File: config.mk
export PLATFORM = sky130hd
export DESIGN_NAME = mips_multicycle
export DESIGN_NICKNAME = d
export VERILOG_FILES = /design/src/rtl/mips_pkg.sv /design/src/rtl/mips_regfile.sv /design/src/rtl/mips_multicycle.sv
export SDC_FILE = /design/constraint.sdc
export NUM_CORES = 2
export LEC_CHECK = 0
export CORE_MARGIN = 8
export CORE_UTILIZATION = 57
export DETAILED_ROUTE_END_ITERATION = 6
export GPL_TIMING_DRIVEN = 0
export PLACE_DENSITY = 0.77
export SLEW_MARGIN = 20
export SYNTH_ARGS = -nofsm -noshare
export SYNTH_HDL_FRONTEND = slang
export SYNTH_SLANG_ARGS = --single-unit
File: constraint.sdc
create_clock -name clk -period 4.8 [get_ports clk]
set_input_delay 0.96 -clock clk [delete_from_list [all_inputs] [get_ports clk]]
set_output_delay 0.96 -clock clk [all_outputs]
set_load 0.1 [all_outputs]
File: src/rtl/mips_pkg.sv
// mips_pkg: opcode/funct encodings, FSM states and ALU control shared by the multicycle core
package mips_pkg;
  localparam logic [5:0] OP_R = 6'h00, OP_J = 6'h02, OP_BEQ = 6'h04, OP_ADDI = 6'h08;
  localparam logic [5:0] OP_LW = 6'h23, OP_SW = 6'h2B, OP_HALT = 6'h3F;
  localparam logic [5:0] F_ADD = 6'h20, F_SUB = 6'h22, F_AND = 6'h24, F_OR = 6'h25, F_SLT = 6'h2A;
  typedef enum logic [2:0] {FETCH, DECODE, EXEC, MEM, WB, HALT} state_t;
  typedef enum logic [2:0] {ALU_ADD, ALU_SUB, ALU_AND, ALU_OR, ALU_SLT} alu_op_t;
  function automatic alu_op_t alu_ctl(logic [5:0] op, logic [5:0] funct);
    return op != OP_R ? ALU_ADD : funct == F_SUB ? ALU_SUB : funct == F_AND ? ALU_AND :
           funct == F_OR ? ALU_OR : funct == F_SLT ? ALU_SLT : ALU_ADD;
  endfunction
  // halt and every unknown encoding fall out as invalid; R-type also needs shamt=0
  function automatic logic is_valid(logic [31:0] ir);
    return ir[31:26] == OP_R ? (ir[10:6] == 5'd0 && ir[5:0] inside {F_ADD, F_SUB, F_AND, F_OR, F_SLT})
                             : ir[31:26] inside {OP_ADDI, OP_LW, OP_SW, OP_BEQ, OP_J};
  endfunction
endpackage

File: src/rtl/mips_regfile.sv
// mips_regfile: 32 x XLEN register file, two async read ports, one sync write port, r0 reads 0
// Ports: clk, rst (sync, clears all), ra1/ra2 -> rd1/rd2, we/wa/wd write port
module mips_regfile #(
  parameter int XLEN = 32
) (
  input  logic            clk,
  input  logic            rst,
  input  logic [4:0]      ra1,
  input  logic [4:0]      ra2,
  input  logic            we,
  input  logic [4:0]      wa,
  input  logic [XLEN-1:0] wd,
  output logic [XLEN-1:0] rd1,
  output logic [XLEN-1:0] rd2
);
  logic [XLEN-1:0] regs [32];
  always_ff @(posedge clk)
    if (rst)
      for (int i = 0; i < 32; i++) regs[i] <= '0;
    else if (we && wa != 5'd0)
      regs[wa] <= wd;
  assign rd1 = ra1 == 5'd0 ? '0 : regs[ra1];
  assign rd2 = ra2 == 5'd0 ? '0 : regs[ra2];
endmodule

File: src/rtl/mips_multicycle.sv
// mips_multicycle: multicycle MIPS subset core (add sub and or slt addi lw sw beq j halt)
// Ports: clk, rst (sync active-high); mem_req/mem_we/mem_addr/mem_wdata request, held until mem_ack;
//        mem_rdata fetch/load data; halted, pc_o, retired debug outputs.
// Macro MIPS_MC_PERF_EN: enables the retired-instruction counter, otherwise retired is tied to 0.
module mips_multicycle import mips_pkg::*; #(
  parameter int XLEN = 32,
  parameter int AW = 10,
  parameter logic [AW-1:0] RESET_PC = '0
) (
  input  logic            clk,
  input  logic            rst,
  output logic            mem_req,
  output logic            mem_we,
  output logic [AW-1:0]   mem_addr,
  output logic [XLEN-1:0] mem_wdata,
  input  logic [31:0]     mem_rdata,
  input  logic            mem_ack,
  output logic            halted,
  output logic [AW-1:0]   pc_o,
  output logic [31:0]     retired
);
  state_t state;
  alu_op_t alu_op;
  logic [31:0] ir;
  logic [AW-1:0] pc, pc4, br_pc, j_pc, nxt_pc, d_addr;
  logic [XLEN-1:0] a, b, alu_out, mdr, rd1, rd2, imm, src_b, alu_res, wd;
  logic [5:0] op;
  logic [4:0] wa;
  logic valid;
  assign op = ir[31:26];
  assign valid = is_valid(ir);
  assign alu_op = alu_ctl(op, ir[5:0]);
  assign imm = XLEN'($signed(ir[15:0]));
  assign src_b = op == OP_R ? b : imm;
  assign alu_res = alu_op == ALU_SUB ? a - src_b : alu_op == ALU_AND ? a & src_b :
                   alu_op == ALU_OR ? a | src_b : alu_op == ALU_SLT ? XLEN'($signed(a) < $signed(src_b)) :
                   a + src_b;
  assign pc4 = pc + AW'(4);
  assign br_pc = pc4 + (AW'(imm) << 2);
  // jump keeps any PC bits above bit 27 and replaces the rest with target<<2
  assign j_pc = (pc & ~AW'(28'hFFF_FFFF)) | AW'({ir[25:0], 2'b00});
  assign nxt_pc = op == OP_J ? j_pc : a == b ? br_pc : pc4;
  assign d_addr = AW'(alu_res) & ~AW'(3);
  assign wa = op == OP_R ? ir[15:11] : ir[20:16];
  assign wd = op == OP_LW ? mdr : alu_out;
  assign pc_o = pc;
  mips_regfile #(.XLEN(XLEN)) u_rf (
    .clk(clk), .rst(rst), .ra1(ir[25:21]), .ra2(ir[20:16]), .rd1(rd1), .rd2(rd2),
    .we(state == WB), .wa(wa), .wd(wd)
  );
  // transitions into FETCH raise the request directly so a fetch takes one cycle with an
  // immediate ack; only the first fetch after reset spends a cycle raising mem_req
  always_ff @(posedge clk) begin
    if (rst) begin
      state <= FETCH;
      pc <= RESET_PC;
      mem_req <= 1'b0;
      mem_we <= 1'b0;
      mem_addr <= RESET_PC;
      mem_wdata <= '0;
      halted <= 1'b0;
      ir <= '0;
      a <= '0;
      b <= '0;
      alu_out <= '0;
      mdr <= '0;
    end else begin
      case (state)
        FETCH:
          if (!mem_req) begin
            mem_req <= 1'b1;
            mem_addr <= pc;
          end else if (mem_ack) begin
            ir <= mem_rdata;
            mem_req <= 1'b0;
            state <= DECODE;
          end
        DECODE: begin
          a <= rd1;
          b <= rd2;
          halted <= !valid;
          state <= valid ? EXEC : HALT;
        end
        EXEC: begin
          alu_out <= alu_res;
          if (op == OP_BEQ || op == OP_J) begin
            pc <= nxt_pc;
            mem_addr <= nxt_pc;
            mem_req <= 1'b1;
            state <= FETCH;
          end else if (op == OP_LW || op == OP_SW) begin
            mem_req <= 1'b1;
            mem_we <= op == OP_SW;
            mem_addr <= d_addr;
            mem_wdata <= b;
            state <= MEM;
          end else begin
            state <= WB;
          end
        end
        MEM:
          if (mem_ack) begin
            mdr <= mem_rdata[XLEN-1:0];
            mem_we <= 1'b0;
            mem_req <= op == OP_SW;
            mem_addr <= pc4;
            pc <= op == OP_SW ? pc4 : pc;
            state <= op == OP_SW ? FETCH : WB;
          end
        WB: begin
          pc <= pc4;
          mem_addr <= pc4;
          mem_req <= 1'b1;
          state <= FETCH;
        end
        default: begin
          halted <= 1'b1;
          mem_req <= 1'b0;
          state <= HALT;
        end
      endcase
    end
  end
`ifdef MIPS_MC_PERF_EN
  logic [31:0] perf_cnt;
  logic done;
  assign done = state == WB || (state == MEM && mem_ack && op == OP_SW) ||
                (state == EXEC && (op == OP_BEQ || op == OP_J));
  always_ff @(posedge clk)
    if (rst) perf_cnt <= '0;
    else if (done) perf_cnt <= perf_cnt + 32'd1;
  assign retired = perf_cnt;
`else
  assign retired = '0;
`endif
endmodule

After elaboration in Yosys (flattened, before gate mapping):

Memory sizes are Yosys's and may differ from the RTL's. A register that Yosys moved wholly into a read port is not among the register bits.
Index checks and enable logic that the tools add are counted.

* flip-flop bits (word level): 218
* RAM bits: 1024
* input bits: 35
* word-level logic and storage cells: 134
* memories: 1

Memories
* u_rf.regs: words 32, width 32, read ports 2, clocked after Yosys merged registers in 2, wr ports 32, RTL line mips_regfile.sv:16 `logic [XLEN-1:0] regs [32];`

* add/subtract/negate cells: 4
* $lt $le $gt $ge: 1
* equality and inequality tests: 28
* muxes and demuxes: 57
* bitwise gates (word level): 4
* reduce and logical (&&, ||, !) cells: 27

Operators by type and width (number)
* 2-to-1 mux 32 bit: 9
* 2-to-1 mux 10 bit: 9
* == test 6 bit (second input constant): 7
* case mux 10 bit (4 select lines): 1
* 2-to-1 mux 3 bit: 12
* adder 32 bit: 1
* bitwise AND 32 bit: 1
* == test 32 bit: 1
* less-than comparator 32 bit: 1
* bitwise OR 32 bit: 1
* OR reduction 32 bit: 1
* subtractor 32 bit: 1
* 2-to-1 mux 5 bit: 6
* case mux 10 bit (3 select lines): 1
* != test 2 bit (second input constant): 8
* zero test 5 bit: 3
* 2-to-1 mux 1 bit: 15
* case mux 3 bit (5 select lines): 1
* nonzero test 5 bit: 3
* == test 3 x 2 -> 1 bit (second input constant): 4
* AND reduction 3 bit: 4
* AND reduction 4 bit: 3
* adder 10 bit: 1
* adder 10 x 3 -> 10 bit (second input constant): 1
* other kinds (20): 26

Logic depth before layout (Yosys ltp):

* depth in word-level cells: 14
* gate-level depth with buffers: 22
* depth with buffers taken out: 18

Hierarchy:

Synthesis repeated with hierarchy kept, for this count alone.

* cells, all modules: 5558
* area, all modules: 69135.1 µm²

Modules (own cells, without submodules)
* mips_regfile: instances 1, cells an instance 3484, area an instance 54088.1 µm²
* mips_multicycle: instances 1, cells an instance 2074, area an instance 15046.9 µm²

Worst setup path before layout:

OpenSTA, ideal clock, no wires.

* kind: register to register
* start: register ir[29]
* end: register alu_out[29]
* arrival time: 4.518 ns
* slack: 0.151 ns
* cell stages (with the launch flop): 21
* buffers on the path: 3
* period minus slack after synthesis: 4.649 ns
* cells stage by stage: dfxtp_1 buf_2 or4_4 nor3_4 clkbuf_1 clkbuf_1 nand2_1 o21ai_0 inv_1 ha_1 o21ba_2 or4_1 o311ai_1 a21o_1 o211ai_2 o31ai_2 a31oi_1 nor3b_1 xor2_1 a221oi_1 nor3_1

* longest elaborated chain between the ends: 7

RTL lines
* start: declaration: RTL line mips_multicycle.sv:24 `logic [31:0] ir;`
* start signal: assignment: RTL line mips_multicycle.sv:74 `ir <= mem_rdata;`
* zero test 6 bit or nonzero test 6 bit (tied branches): RTL line mips_multicycle.sv:34, mips_pkg.sv:9
* 2-to-1 mux 32 bit or 2-to-1 mux 3 bit (tied branches): RTL line mips_multicycle.sv:34, mips_pkg.sv:9
* adder 32 bit or == test 3 bit (tied branches): RTL line mips_multicycle.sv:37, mips_multicycle.sv:36
* 2-to-1 mux 32 bit (2 in a row): RTL line mips_multicycle.sv:36 `alu_op == ALU_OR ? a | src_b : alu_op == ALU_SLT ? XLEN'($signed(a) < $signed(src_b)) :`
* 2-to-1 mux 32 bit: RTL line mips_multicycle.sv:35 `assign alu_res = alu_op == ALU_SUB ? a - src_b : alu_op == ALU_AND ? a & src_b :`
* 2-to-1 mux 32 bit (*): RTL line mips_multicycle.sv:35
* end signal: assignment: RTL line mips_multicycle.sv:85 `alu_out <= alu_res;`
* end: declaration: RTL line mips_multicycle.sv:26 `logic [XLEN-1:0] a, b, alu_out, mdr, rd1, rd2, imm, src_b, alu_res, wd;`

Mark *: on every way between the ends. The rest lies on a longest branch, timed or not.
A chain may end at the register's enable or synchronous reset.

Worst setup path after layout:

* start: register ir[29]
* end: register alu_out[20]

Same word-level chain as after synthesis.

==> metrics.txt <==
outcome completed; mux cell area share after synthesis 23.6%; largest net degree at the start of global routing 23; 1st-pass router iterations 6; top cell type's share of synthesized area a little under half; skew final between 0.02 and 0.03 ns; FP Rows 125; Net Switching between 0.01 and 0.015 W; number of H-tree levels 4; Tot GR Track Use roughly a third; crit path max fanout 10; post-synthesis sequential area ratio a little over half; required time worst endpoint approximately 5.4 ns; die height roughly 360 um; Rel. slew slack between 10 and 15%; setup violators final 0; Port Buffers between 80 and 90; setup_tns 0 ns; hold_buf cts 0; final core utilization between 60 and 70%; area growth from synthesis to layout 13.4%; grt total ovfl 0; vias in the first global route 47,800; global-route wire length before repair 311 mm; Max Freq roughly 210 MHz; Sequential Power Share a little under two fifths; Tcrit/Tclk final a little over nine tenths; DPL Wire Length 167 mm; static leakage roughly 25 nW; Setup crit end kind flip-flop; Ports around 120; Hold Fails Final Rpt 0; number of max-cap violations 0; CP Class reg2reg; initial antenna violation count 8; Synth Register Bits around 1,300; Fill cells around 8,100; post-route ant nets 0; Clock Path Buffers 3; post-route cell area approximately 0.076 mm2; Primary FF master, synth edfxtp_1; crit path DAT between 5 and 6 ns; measured slew at the worst slew-check pin between 1 and 1.5 ns; CORE AREA roughly 0.12 mm2; dominant cells by area after synthesis edfxtp_1 (46%), mux4_2 (22%), nor2_1 (6.9%); full die area 0.128 mm2; warnings from Yosys 0; adder-cell share of the synthesized area under 10%; initial core utilization a little under three fifths; RSZ-0062 raised after global routing yes; largest family of logic cells by synthesized area multiplexers; xor-xnor portion of the synthesized cell area 0.999%; initial DRC count about 7,300; fraction of registers with async set/reset 0%; Max Slew Vio Count 0; Synth Cell Area 0.0666 mm2; worst reg2reg path startpoint ir[29]$_SDFFE_PP0P_; Placed Cells a little under 7,000; Vias around 48,000; Worst Hold Class reg2reg; Clock Power Share between 20% and 30%; min-delay src mem_addr[1]$_SDFFE_PP0P_; DRC Markers 0; net switching share of the total power between 30% and 40%; final cell count without fillers roughly 7,100; worst skew pair latency 0.75 ns; worst vdd ir around 0.34 mV; nets around 5,600; area leader, netlist edfxtp_1; Post-synth EDFFs 1,024; routed vias/inst a little under 7; routability cong. between 1 and 1.5; CTS tree built; pwr/cell area about 450 mW/mm2; number of CTS-inserted buffers 130; Cells after Synth roughly 5,100; clk root buf clkbuf_16; min setup slack post-route ~0.10 ns; Synth cell types 94; Chip Width roughly 360 um; Clock Pin Slew Worst Setup and Hold Paths 0.06 ns; Avg Cell Area, Syn between 10 and 15 um2; share of cells above drive strength 1 a little under a quarter; Pint ~0.023 W; CTS sink count between 1,000 and 1,500; critical path launch point ir[29]$_SDFFE_PP0P_; worst slack at placement -1.54 ns; min cycle time layout 4.70 ns; post-place instance area between 0.07 and 0.08 mm2; Wirelength per Cell just over 30 um; post-synthesis simple-gate area fraction about 11%; post-synthesis compound-gate area fraction 5.21%; CP startpoint kind flip-flop; Post-Route WL approximately 220 mm; Comb pwr share about a third
-- final cells by class --
class                      count  area [um2]  share of cell area (%)
sequential                  1252       35300                    46.7
clock buffer                 161        3600                    4.76
tap                         1524        1910                    2.52
antenna                        3        7.51                 0.00994
clock inverter                73         604                   0.800
multi-input combinational   3320       29200                    38.7
buffer                       502        2450                    3.24
timing repair buffer         146        1990                    2.63
inverter                     121         454                   0.601
-- path summary, 6_finish.rpt --
| kind | slack, ns | cells past startpoint | to |
|---|---|---|---|
| hold / removal | 0.46 | 2 | mem_addr[1]$_SDFFE_PP0P_ |
| setup reg to reg | 0.10 | 20 | alu_out[20]$_SDFFE_PP0P_ |
| setup / recovery | 0.10 | 20 | alu_out[20]$_SDFFE_PP0P_ |
| hold reg to reg | 0.46 | 2 | mem_addr[1]$_SDFFE_PP0P_ |
-- cell usage after synthesis (36+ instances only) --
cell type,count
a22oi_1,36
mux2_2,36
nor2_1,1220
ha_1,105
buf_2,65
clkbuf_1,298
mux2i_1,88
edfxtp_1,1024
buf_1,65
inv_1,119
dfxtp_1,228
o21ai_0,65
nand2_1,325
a21oi_1,228
buf_4,55
xor2_1,46
nand2b_1,42
mux4_2,640
-- per-stage QoR --
stage	power, W	hold WS, ns
after floorplan	0.0197	0.424
after global placement	0.0226	0.441
after detailed placement	0.0229	0.447
after CTS	0.0334	0.455
after global routing	0.0349	0.472
final	0.0341	0.455
-- worst max-delay path: stages, from the launching register on --
cell and delay (ns):
dfxtp_4 0.35, or4_4 0.55, or3_4 0.35, buf_8 0.13, buf_6 0.14, buf_8 0.14, nand2_2 0.08, nand2_4 0.09
ha_2 0.25, fa_2 0.43, a211oi_2 0.28, o21ai_1 0.15, and3_2 0.26, nor2_4 0.17, o221a_2 0.25, nor2_1 0.07
o221ai_1 0.22, xor2_1 0.17, o221ai_1 0.14, a21oi_1 0.25, nor3_1 0.07
-- state kept, by name (all words and copies together), names as in the netlist, named ones only --
register   count
u_rf.regs   1024
a             32
alu_out       32
b             32
ir            32
mdr           32
mem_wdata     32
mem_addr      10
pc_o          10
state          3
halted         1
mem_req        1
mem_we         1
-- cells by family (layout without fill, tap and decap cells) --
| logic type | Yosys count | in the layout |
|---|---|---|
| buffers and inverters | 629 | 1003 |
| flip-flops | 1252 | 1252 |
| AND/OR/NAND/NOR | 1773 | 1773 |
| multiplexers | 765 | 765 |
| adder cells (fa/ha/maj) | 109 | 109 |
| other | 1 | 67 |
| AO/OA/AOI/OAI | 533 | 533 |
| XOR/XNOR | 76 | 76 |
-- routing by layer --
metal | wire length [um] | GRT usage (%)
met1 | 69300 | 39.4
met4 | 17100 | 21.9
met2 | 101000 | 53.8
met5 | 40 | 0
met3 | 28100 | 9.09
-- power by group through the flow --
stage	sequential, W	clock, W	combinational (W)
2_1_floorplan	0.0131	0	0.00657
3_3_place_gp	0.0129	0	0.00971
3_5_place_dp	0.0129	0	0.00997
4_1_cts	0.0127	0.0101	0.0106
5_1_grt	0.0127	0.0105	0.0117
6_report	0.0127	0.0101	0.0113
-- layout by cell type, fill, tap and decap left out, types with 31 or more instances in the layout --
master,netlist,final
conb_1,1,64
mux2i_1,88,88
edfxtp_1,1024,1024
ha_1,105,98
buf_2,65,72
buf_4,55,78
nand2_1,325,321
dfxtp_1,228,226
clkinv_2,0,34
clkdlybuf4s50_1,0,89
a21oi_1,228,222
nand2b_2,0,31
mux2_2,36,36
clkbuf_16,0,138
a22oi_1,36,36
o21ai_0,65,58
buf_16,0,33
mux4_2,640,640
buf_1,65,49
nor2_1,1220,1219
xor2_1,46,46
inv_1,119,116
clkbuf_1,298,291
-- timing repair --
| item | 4_1_cts | 5_1_grt |
|---|---|---|
| hold endpoints to repair | 0 | 0 |
| buffers inserted | 14 | 8 |
| setup endpoints to repair | 35 | 20 |
| gates resized for setup | 72 | 51 |
| pin swaps | 23 | 25 |
Note: power is estimated with default switching activity, not from simulation.
